**src/rtl/reg_pkg.sv**
```systemverilog
// Shared operation encodings for the universal register and the Fibonacci control FSM.
package reg_pkg;

  localparam logic [2:0] MODE_HOLD = 3'b000;
  localparam logic [2:0] MODE_LOAD = 3'b001;
  localparam logic [2:0] MODE_SHL  = 3'b010;
  localparam logic [2:0] MODE_SHR  = 3'b011;
  localparam logic [2:0] MODE_ROTL = 3'b100;
  localparam logic [2:0] MODE_ROTR = 3'b101;
  localparam logic [2:0] MODE_INC  = 3'b110;
  localparam logic [2:0] MODE_DEC  = 3'b111;

endpackage

```
**src/rtl/register_nextstate.sv**
```systemverilog
// Combinational next value and carry for the universal register.
module register_nextstate
  import reg_pkg::*;
#(
  parameter int WIDTH     = 8,
  parameter bit SAT_ARITH = 1'b0
) (
  input  logic [WIDTH-1:0] reg_out,
  input  logic [2:0]       mode,
  input  logic [WIDTH-1:0] par_in,
  input  logic             ser_in,
  input  logic             carry,
  output logic [WIDTH-1:0] reg_nxt,
  output logic             carry_nxt
);

  logic [WIDTH:0] sum;
  logic [WIDTH:0] diff;

  assign sum  = {1'b0, reg_out} + {{WIDTH{1'b0}}, 1'b1};
  assign diff = {1'b0, reg_out} - {{WIDTH{1'b0}}, 1'b1};

  always_comb begin
    reg_nxt   = reg_out;
    carry_nxt = carry;
    case (mode)
      MODE_LOAD: begin
        reg_nxt   = par_in;
        carry_nxt = 1'b0;
      end
      MODE_SHL: begin
        reg_nxt   = {reg_out[WIDTH-2:0], ser_in};
        carry_nxt = reg_out[WIDTH-1];
      end
      MODE_SHR: begin
        reg_nxt   = {ser_in, reg_out[WIDTH-1:1]};
        carry_nxt = reg_out[0];
      end
      MODE_ROTL: begin
        reg_nxt   = {reg_out[WIDTH-2:0], reg_out[WIDTH-1]};
        carry_nxt = reg_out[WIDTH-1];
      end
      MODE_ROTR: begin
        reg_nxt   = {reg_out[0], reg_out[WIDTH-1:1]};
        carry_nxt = reg_out[0];
      end
      MODE_INC: begin
        // Overflow shows up in the extra top bit; saturation keeps all-ones.
        carry_nxt = sum[WIDTH];
        reg_nxt   = (sum[WIDTH] && SAT_ARITH) ? reg_out : sum[WIDTH-1:0];
      end
      MODE_DEC: begin
        carry_nxt = diff[WIDTH];
        reg_nxt   = (diff[WIDTH] && SAT_ARITH) ? reg_out : diff[WIDTH-1:0];
      end
      default: begin
        reg_nxt   = reg_out;
        carry_nxt = carry;
      end
    endcase
  end

endmodule

```
**src/rtl/register_universal.sv**
```systemverilog
// Parametrised register with load/shift/rotate/inc/dec and a registered carry flag.
module register_universal
  import reg_pkg::*;
#(
  parameter int               WIDTH     = 8,
  parameter logic [WIDTH-1:0] RST_VALUE = '0,
  parameter bit               SAT_ARITH = 1'b0
) (
  input  logic             clk,
  input  logic             reset,
  input  logic             en,
  input  logic [2:0]       mode,
  input  logic [WIDTH-1:0] par_in,
  input  logic             ser_in,
  output logic [WIDTH-1:0] reg_out,
  output logic             carry,
  output logic             ser_out,
  output logic             zero
);

  logic [WIDTH-1:0] reg_nxt;
  logic             carry_nxt;

  register_nextstate #(
    .WIDTH     (WIDTH),
    .SAT_ARITH (SAT_ARITH)
  ) u_nextstate (
    .reg_out   (reg_out),
    .mode      (mode),
    .par_in    (par_in),
    .ser_in    (ser_in),
    .carry     (carry),
    .reg_nxt   (reg_nxt),
    .carry_nxt (carry_nxt)
  );

  // Gating on en keeps an undriven mode from ever reaching the state.
  always_ff @(posedge clk) begin
    if (reset) begin
      reg_out <= RST_VALUE;
      carry   <= 1'b0;
    end else if (en) begin
      reg_out <= reg_nxt;
      carry   <= carry_nxt;
    end
  end

  assign ser_out = ((mode == MODE_SHL) || (mode == MODE_ROTL)) ? reg_out[WIDTH-1] : reg_out[0];
  assign zero    = (reg_out == '0);

endmodule

```
**config.mk**
```make
export PLATFORM = sky130hd
export DESIGN_NAME = register_universal
export DESIGN_NICKNAME = d
export VERILOG_FILES = /design/src/rtl/reg_pkg.sv /design/src/rtl/register_nextstate.sv /design/src/rtl/register_universal.sv
export SDC_FILE = /design/constraint.sdc
export NUM_CORES = 1
export LEC_CHECK = 0
export CELL_PAD_IN_SITES_DETAIL_PLACEMENT = 1
export CELL_PAD_IN_SITES_GLOBAL_PLACEMENT = 1
export CORE_MARGIN = 2
export CORE_UTILIZATION = 36
export DETAILED_ROUTE_END_ITERATION = 8
export HOLD_SLACK_MARGIN = 0.03
export PLACE_DENSITY = 0.91
export SLEW_MARGIN = 20
export SYNTH_ARGS = -nofsm -noshare
export SYNTH_HDL_FRONTEND = slang
export SYNTH_SLANG_ARGS = --single-unit
export TNS_END_PERCENT = 5
```
**constraint.sdc**
```tcl
create_clock -name clk -period 5.04 [get_ports clk]
set_input_delay 0.504 -clock clk [delete_from_list [all_inputs] [get_ports clk]]
set_output_delay 0.504 -clock clk [all_outputs]
set_load 0.01 [all_outputs]
```
# Word level (Yosys, flattened, before mapping)
# Cells that the tools add are included.
totals:
  register_bits: 9
  in_bits: 15
  output_inout_bits: 11
  elab_cells: 22
op_classes:
  add_sub_neg: 2
  muxes: 3
  n_eq_ne: 7
  n_reduce_logical: 8
op_table:
  columns: ["op", "count"]
  rows:
  - ["8-bit one-hot mux with 7 select lines", 1]
  - ["3-bit equality test (second input constant)", 4]
  - ["8-bit by 1-bit adder with 9-bit output (second input constant)", 1]
  - ["8-bit by 1-bit subtractor with 9-bit output (second input constant)", 1]
  - ["8-bit logical NOT", 1]
  - ["7-bit nonzero test", 1]
  - ["3-bit by 2-bit equality test with 1-bit output (second input constant)", 2]
  - ["1-bit one-hot mux with 5 select lines", 1]
  - ["5-bit nonzero test", 1]
  - ["2-bit AND reduction", 2]
  - ["2-bit OR reduction", 2]
  - ["3-bit by 1-bit equality test with 1-bit output (second input constant)", 1]
  - ["1-bit logical OR", 1]
  - ["1-bit 2-to-1 mux", 1]

# Depth between registers and ports, before layout
# Gate-level depths: netlist of the first run.
depth:
  depth_word: 4
  ltp_mapped: 7

# Cells and area by module
# From an unflattened synthesis of the first run, not the netlist that was laid out.
hier_totals:
  cells_unflattened: 166
  hier_area_um2: 1203.7
modules_own_cells:
  columns: ["module", "n_inst", "area_each_um2", "cells_per_inst"]
  rows:
  - ["register_nextstate", 1, 848.3, 131]
  - ["register_universal", 1, 355.3, 35]

# Least setup slack after synthesis of the first run
# No wires, ideal clock.
synth_path:
  path_kind: "input -> output"
  from: "in mode[0]"
  to: "out ser_out"
  required_ns: 4.536
  slack_ns: 3.288
  cell_stages: 4
  arrival_ns: 1.248
  path_buffers: 2
  cell_sequence: "buf_2 clkbuf_1 nor2_1 o21ai_1"
synth_between:
  elab_chain_len: 3
synth_rtl:
  columns: ["element", "line", "text"]
  rows:
  - ["start, declared", "register_universal.sv:12", "input logic [2:0] mode,"]
  - ["3-bit by 2-bit equality test with 1-bit output / 3-bit equality test (equally long branches)", "register_universal.sv:48", "assign ser_out = ((mode == MODE_SHL) || (mode == MODE_ROTL)) ? reg_out[WIDTH-1] : reg_out[0];"]
  - ["1-bit logical OR (*)", "register_universal.sv:48", null]
  - ["1-bit 2-to-1 mux (*)", "register_universal.sv:48", null]
  - ["end, declared", "register_universal.sv:17", "output logic ser_out,"]
# Every way passes the cells marked *; elsewhere a longest branch is shown, timed or not.

# Final worst setup path of the first run
layout_path:
  from: "in mode[2]"
  to: "out ser_out"
# The elaborated chain is that of the path after synthesis.

==> results of run 1 <==
[worst min-delay path, cell delays in order, from the launching register on]
cell and delay [ns]:
dfxtp_1 0.31, nand2_1 0.06, a21oi_1 0.06
[cell families (layout without fill, tap and decap cells)]
| logic type | count (synthesis) | count (layout) |
|---|---|---|
| xor gates and xnor gates | 6 | 6 |
| buffers and inverters | 18 | 35 |
| muxes | 4 | 4 |
| DFF | 9 | 9 |
| adders and majority gates | 2 | 2 |
| and+or+nand+nor | 57 | 57 |
| AOI/OAI and AO/OA | 49 | 49 |
[final cells by class]
cell class | count | area [µm²]
multi-input combinational | 118 | 752.0
timing repair buffer | 25 | 250.2
fill | 365 | 1440
sequential | 9 | 180.2
tap | 31 | 38.79
clock buffer | 4 | 26.28
inverter | 6 | 22.52
[worst max path at each step]
stage                       start                 endpoint  slack [ns]  cells past startpoint
after floorplan           mode[0]                  ser_out        3.29                      4
after global placement    mode[2]                  ser_out        2.12                      5
after detailed placement  mode[0]  reg_out[4]$_SDFFE_PP0P_        2.02                      5
after CTS                 mode[2]                  ser_out        2.06                      5
after global routing      mode[2]                  ser_out        1.90                      5
final                     mode[2]                  ser_out        2.03                      5
[cells in the mapped netlist, types with 3 or more instances]
| cell type | count |
|---|---|
| xnor2_1 | 4 |
| dfxtp_1 | 9 |
| inv_1 | 5 |
| nor4_1 | 3 |
| a21oi_1 | 14 |
| nand3_1 | 3 |
| o21ai_0 | 6 |
| nor2b_1 | 3 |
| nor2_1 | 10 |
| o22ai_1 | 3 |
| nand2b_1 | 4 |
| nor3_1 | 4 |
| nand2_1 | 19 |
| buf_2 | 5 |
| clkbuf_1 | 5 |
[layer usage]
| layer | part of all wire | vias up | global-route usage |
|---|---|---|---|
| met3 | 0.091 | 16 | 0.08390 |
| li1 | - | 571 | - |
| met4 | 0.032 | 0 | 0.08638 |
| met5 | 0 | - | 0 |
| met2 | 0.46 | 59 | 0.3924 |
| met1 | 0.42 | 574 | 0.2953 |
[registers in the layout, summed over array words and instances (netlist names)]
name     flops
reg_out      8
carry        1
[power breakdown]
part	switching, mW	internal [mW]
clock network	0.0304	0.0306
registers	0.0146	0.0766
logic	0.0578	0.0552
[per-stage QoR]
step                setup WS (ns)  utilization
global route                1.900       0.4686
floorplan                   3.288            -
global placement            2.122       0.4589
detailed placement          2.022       0.4589
CTS                         2.056       0.4686
finish                      2.031       0.4686
==> impl_metrics.csv, run 1 <==
group,metric,value,unit
critical_path,r2r_start,"reg_out[1]$_SDFFE_PP0P_",
cells_and_area,drive_gt1_frac,0.05556,
critical_path,path_class,"input port to output port",
logic_synthesis,synth-edff-count,0,
timing,drv_slew,0,
die,start_util,0.3740,
timing,timing.final.crit_share,0.5970,
drt,drt_wl_total,3686,µm
worst_hold_path,min-delay-start,"carry$_SDFFE_PP0P_",
clocking,cts_tree,"built",
logic_synthesis,synth_xor_area_frac,0.05185,
logic_synthesis,yosysWarningCount,0,
placed_design,routabilityCongestion,0.9361,
clocking,hold_buffers,0,
cells_and_area,diodes,0,
logic_synthesis,yosysTopAreaCell,"dfxtp_1",
global_routing,grt_pass1_vias,1271,
die,ios,26,
critical_path,crit_chain,"clkdlybuf4s50_1 -> xnor2_1 -> nor2_1 -> o21ai_1 -> clkdlybuf4s50_1",
global_routing,gr-total-overflow,0,
logic_synthesis,synth-simple-area-share,0.2914,
critical_path,worst-r2r-setup-slack,3.13,ns
global_routing,globalRouteTotalUtil,0.2411,
drt,dr.pass1.iters,6,
clocking,clk_pin_slew_worst_paths,0.07,ns
timing,worstMarginPinSlew,0.9235,ns
timing,rsz0062_at_grt,"false",
placed_design,place.detailed.hpwl,2607,µm
clocking,post_cts_resize_count,0,
timing,fin_tns_setup,0,ns
logic_synthesis,synth-seq-cells,9,
power_and_ir_drop,max-vdd-ir-drop,152.6,µV
critical_path,path_buf_inv,2,
logic_synthesis,synth_fa_ha_area_frac,0.02469,
logic_synthesis,synth_compound_area_frac,0.3309,
die,core-area,2710,µm²
clocking,postCtsSetupRepairBufs,0,
clocking,clkLatencyLatePin,0.27,ns
cells_and_area,layout_commonest_cell,"clkdlybuf4s50_1",
power_and_ir_drop,total_power,265.2,µW
cells_and_area,most-common-layout-cells,"clkdlybuf4s50_1 (25), nand2_1 (19), a21oi_1 (14)",
logic_synthesis,yosys.area.top_type_share,0.1778,
placed_design,io_buffers,25,
drt,drt_iter0_markers,33,
worst_hold_path,hold_end,"carry$_SDFFE_PP0P_",
critical_path,cp_slowest_cell,"clkdlybuf4s50_1",
logic_synthesis,synth_top_family_by_area,"compound AO/OA/AOI/OAI gates",
cells_and_area,stdcell_count,193,
global_routing,grt_max_degree,25,
clocking,clk_path_buf_depth,2,
die,fp.dieW,57.06,µm
logic_synthesis,synthFlopType,"dfxtp_1",
logic_synthesis,yosysSeqAreaShare,0.1778,
drt,route.detailed.drc,0,
critical_path,worstPathMaxFanout,17,
cells_and_area,final_cell_area,1270,µm²
critical_path,cp_common_cell,"clkdlybuf4s50_1",
drt,postRouteAntennaNets,0,
critical_path,required,4.54,ns
cells_and_area,finalNetCount,180,
timing,setup_violations,0,
drt,post_drt_wl_per_cell,19.10,µm
logic_synthesis,syn-mean-instance-area,6.989,µm²
timing,finClkSkew,0.005877,ns
critical_path,timing.critical_path.arrival,2.50,ns
cells_and_area,syn_to_final_growth,25.31,%
timing,max_freq,332.3,MHz
critical_path,max_stage_delay,0.69,ns
logic_synthesis,yosys-top-cells-area,"dfxtp_1 (18%), nand2_1 (7.0%), a21oi_1 (6.9%), nor2_1 (3.7%), xnor2_1 (3.5%)",
timing,finalHoldViolCount,0,
clocking,cts.sinks,9,
flow_run,max_cap_violations,0,
clocking,htreeDepth,1,
placed_design,place_inst,189,
drt,routed-via-count,1220,
outcome,status,"finished, final reports clean",
power_and_ir_drop,powerDensity,208.8,nW/µm²
timing,fin_crit,3.009,ns
logic_synthesis,synthMuxAreaShare,0.04321,
critical_path,worstRegToRegCells,6,
clocking,clockRootBuffer,"clkbuf_4",
power_and_ir_drop,p_leak,0.4499,nW
die,die_h,57.06,µm
worst_hold_path,hp-class,"flip-flop to flip-flop",
critical_path,critPathTopFamily,"buffers and inverters",
logic_synthesis,ys_types,50,
critical_path,end_kind,"output port",
global_routing,antenna_found_initial,0,
critical_path,start_kind,"input port",
drt,vias_per_cell,6.321,
worst_hold_path,min_path_cells,2,
logic_synthesis,syn_area,1013,µm²
placed_design,dpl_cell_area,1244,µm²
clocking,numCtsBuffers,3,
timing,slew_headroom,0.3824,
timing,hold_ws,0.4759,ns
logic_synthesis,synth-async-reset-ratio,0,
critical_path,reg2reg_to,"reg_out[4]$_SDFFE_PP0P_",
global_routing,grt_pass1_wl,6127,µm
die,die_area,3256,µm²
die,fp-row-count,19,
logic_synthesis,synth_nets,162,
logic_synthesis,syn_inst,145,
No activity file was read; power rests on OpenSTA's default activity.
==> run 2: changes to the inputs <==
CORE_UTILIZATION = 31   (was 36)
PLACE_DENSITY = 0.84   (was 0.91)
clock period = 2.4 ns   (was 5.04 ns; I/O delays follow)
==> run 2 against run 1 <==
Register-to-register slack got worse by 2.6 ns. Combinational power grew 130%. Worst hold slack lost 0.012 ns. Clock skew is essentially flat. First-iteration DRC count grew 64%. Critical path depth down 2. Flip-flop and latch count did not move. Global-route usage down 1.2 points. Core utilization shrank 2.6 points. Design area rose by 7.2%. Final cell count grew 12%. Critical path type is now flip-flop to output port. Critical endpoint is now zero. Highest routed layer unchanged.
==> impl_metrics.csv, run 2 (synthesized netlist as in run 1, its figures left out) <==
group,metric,value,unit
global_routing,gr-total-overflow,0,
cells_and_area,diodes,0,
cells_and_area,regArea,180.2,µm²
timing,fin_tns_setup,0,ns
cells_and_area,reg_top3,"reg_out: 8 flops, carry: 1 flops",
drt,post_drt_wl_per_cell,17.78,µm
clocking,cts.sinks,9,
clocking,numCtsBuffers,3,
drt,drt_wl_total,3841,µm
die,die_area,3742,µm²
placed_design,io_buffers,25,
critical_path,end_kind,"output port",
timing,drv_slew,0,
critical_path,reg2reg_to,"reg_out[4]$_SDFFE_PP0P_",
timing,slew_headroom,0.6662,
worst_hold_path,min_path_cells,2,
clocking,hold_buffers,0,
drt,vias_per_cell,5.699,
die,core-area,3078,µm²
cells_and_area,largest_reg_flops,8,
timing,fin_ws,0.04646,ns
power_and_ir_drop,p_leak,0.4985,nW
critical_path,worstRegToRegCells,6,
timing,timing.final.crit_share,0.9806,
cells_and_area,final_cell_area,1361,µm²
timing,max_freq,424.9,MHz
cells_and_area,most-common-layout-cells,"clkdlybuf4s50_1 (25), nand2_1 (19), a21oi_1 (14)",
placed_design,dpl_cell_area,1335,µm²
die,die_h,61.18,µm
global_routing,grt_pass1_vias,1295,
clocking,clkLatencyLatePin,0.28,ns
drt,dr.pass1.iters,4,
flow_run,max_cap_violations,0,
die,ios,26,
clocking,cts_tree,"built",
drt,route.detailed.drc,0,
placed_design,place.detailed.hpwl,2891,µm
clocking,clk_pin_slew_worst_paths,0.08,ns
clocking,clockRootBuffer,"clkbuf_4",
die,fp-row-count,20,
placed_design,dpl_worst_slack,0.2936,ns
power_and_ir_drop,max-vdd-ir-drop,225.4,µV
global_routing,grt_pass1_wl,6320,µm
cells_and_area,multiInputGateArea,752.0,µm²
placed_design,routabilityCongestion,0.9484,
drt,drt_iter0_markers,54,
clocking,clk_path_buf_depth,2,
die,start_util,0.3293,
critical_path,max_stage_delay,0.60,ns
global_routing,grt_max_degree,14,
timing,finClkSkew,0.005778,ns
power_and_ir_drop,powerDensity,425.0,nW/µm²
cells_and_area,drive_gt1_frac,0.1105,
drt,postRouteAntennaNets,0,
global_routing,antenna_found_initial,0,
worst_hold_path,min-delay-start,"carry$_SDFFE_PP0P_",
cells_and_area,layout_commonest_cell,"clkdlybuf4s50_1",
cells_and_area,regMostFlops,"reg_out",
critical_path,required,2.16,ns
drt,routed-via-count,1231,
worst_hold_path,hold_end,"carry$_SDFFE_PP0P_",
critical_path,worst-r2r-setup-slack,0.55,ns
clocking,post_cts_resize_count,0,
timing,setup_violations,0,
critical_path,path_class,"flip-flop to output port",
cells_and_area,final.fill_count,403,
critical_path,worstPathMaxFanout,9,
global_routing,globalRouteTotalUtil,0.2293,
timing,rsz0062_at_grt,"false",
clocking,htreeDepth,1,
critical_path,cp_slowest_cell,"or4_4",
outcome,status,"finished, final reports clean",
critical_path,crit_chain,"or4_4 -> nor3_2 -> clkdlybuf4s50_1",
cells_and_area,finalNetCount,190,
critical_path,start_kind,"flip-flop",
critical_path,timing.critical_path.arrival,2.11,ns
timing,worstMarginPinSlew,0.4969,ns
cells_and_area,finish.utilization,0.4423,
cells_and_area,syn_to_final_growth,34.32,%
critical_path,r2r_start,"reg_out[1]$_SDFFE_PP0P_",
clocking,postCtsSetupRepairBufs,0,
worst_hold_path,hp-class,"flip-flop to flip-flop",
die,fp.dieW,61.18,µm
timing,finalHoldViolCount,0,
timing,fin_crit,2.354,ns
power_and_ir_drop,total_power,578.6,µW
run 2: changes by cell type in the layout (fill, tap and decap cells not counted):
cell and delta:
buf_4 +10
run 2: worst max-delay path, delay by kind of cell (launching register included):
kind                   cells  cell delay [ns]
flip-flops                 1             0.42
AND/OR/NAND/NOR            2             0.83
buffers and inverters      1             0.58
run 2: power breakdown:
| part | switching (mW) | leakage, nW | internal, mW | total [mW] |
|---|---|---|---|---|
| clock network | 0.0712 | 0.0150 | 0.0645 | 0.136 |
| logic | 0.127 | 0.410 | 0.128 | 0.256 |
| registers | 0.0266 | 0.0739 | 0.161 | 0.187 |
| total | 0.225 | 0.499 | 0.354 | 0.579 |
run 2: worst max path at each step:
stage	cells after the start	endpoint	startpoint	slack (ns)
2_1_floorplan	6	carry$_SDFFE_PP0P_	reg_out[5]$_SDFFE_PP0P_	0.74
4_1_cts	3	zero	reg_out[4]$_SDFFE_PP0P_	0.08
3_3_place_gp	5	ser_out	mode[2]	0.41
3_5_place_dp	6	reg_out[4]$_SDFFE_PP0P_	mode[0]	0.29
5_1_grt	3	zero	reg_out[4]$_SDFFE_PP0P_	0.003
6_report	3	zero	reg_out[4]$_SDFFE_PP0P_	0.05
run 2: layer usage:
layer	wire, µm	track usage	up-vias
li1	-	-	588
met1	1750	0.2987	585
met2	1803	0.3815	52
met3	219	0.03361	6
met4	68	0.08696	0
met5	0	0	-
run 2: metrics by stage:
step           hold slack (ns)  cells
5_1_grt                 0.5017    216
2_1_floorplan           0.4805    145
3_3_place_gp            0.4472    212
3_5_place_dp            0.4586    212
6_report                0.4637    216
4_1_cts                 0.4718    216
run 2: final cells by class:
| cell class | instances | area share |
|---|---|---|
| well taps | 44 | 0.04044 |
| inverters | 6 | 0.01654 |
| flip-flops and latches | 9 | 0.1324 |
| repair buffers | 35 | 0.2390 |
| clock buffers | 4 | 0.01930 |
| multi-input cells | 118 | 0.5524 |
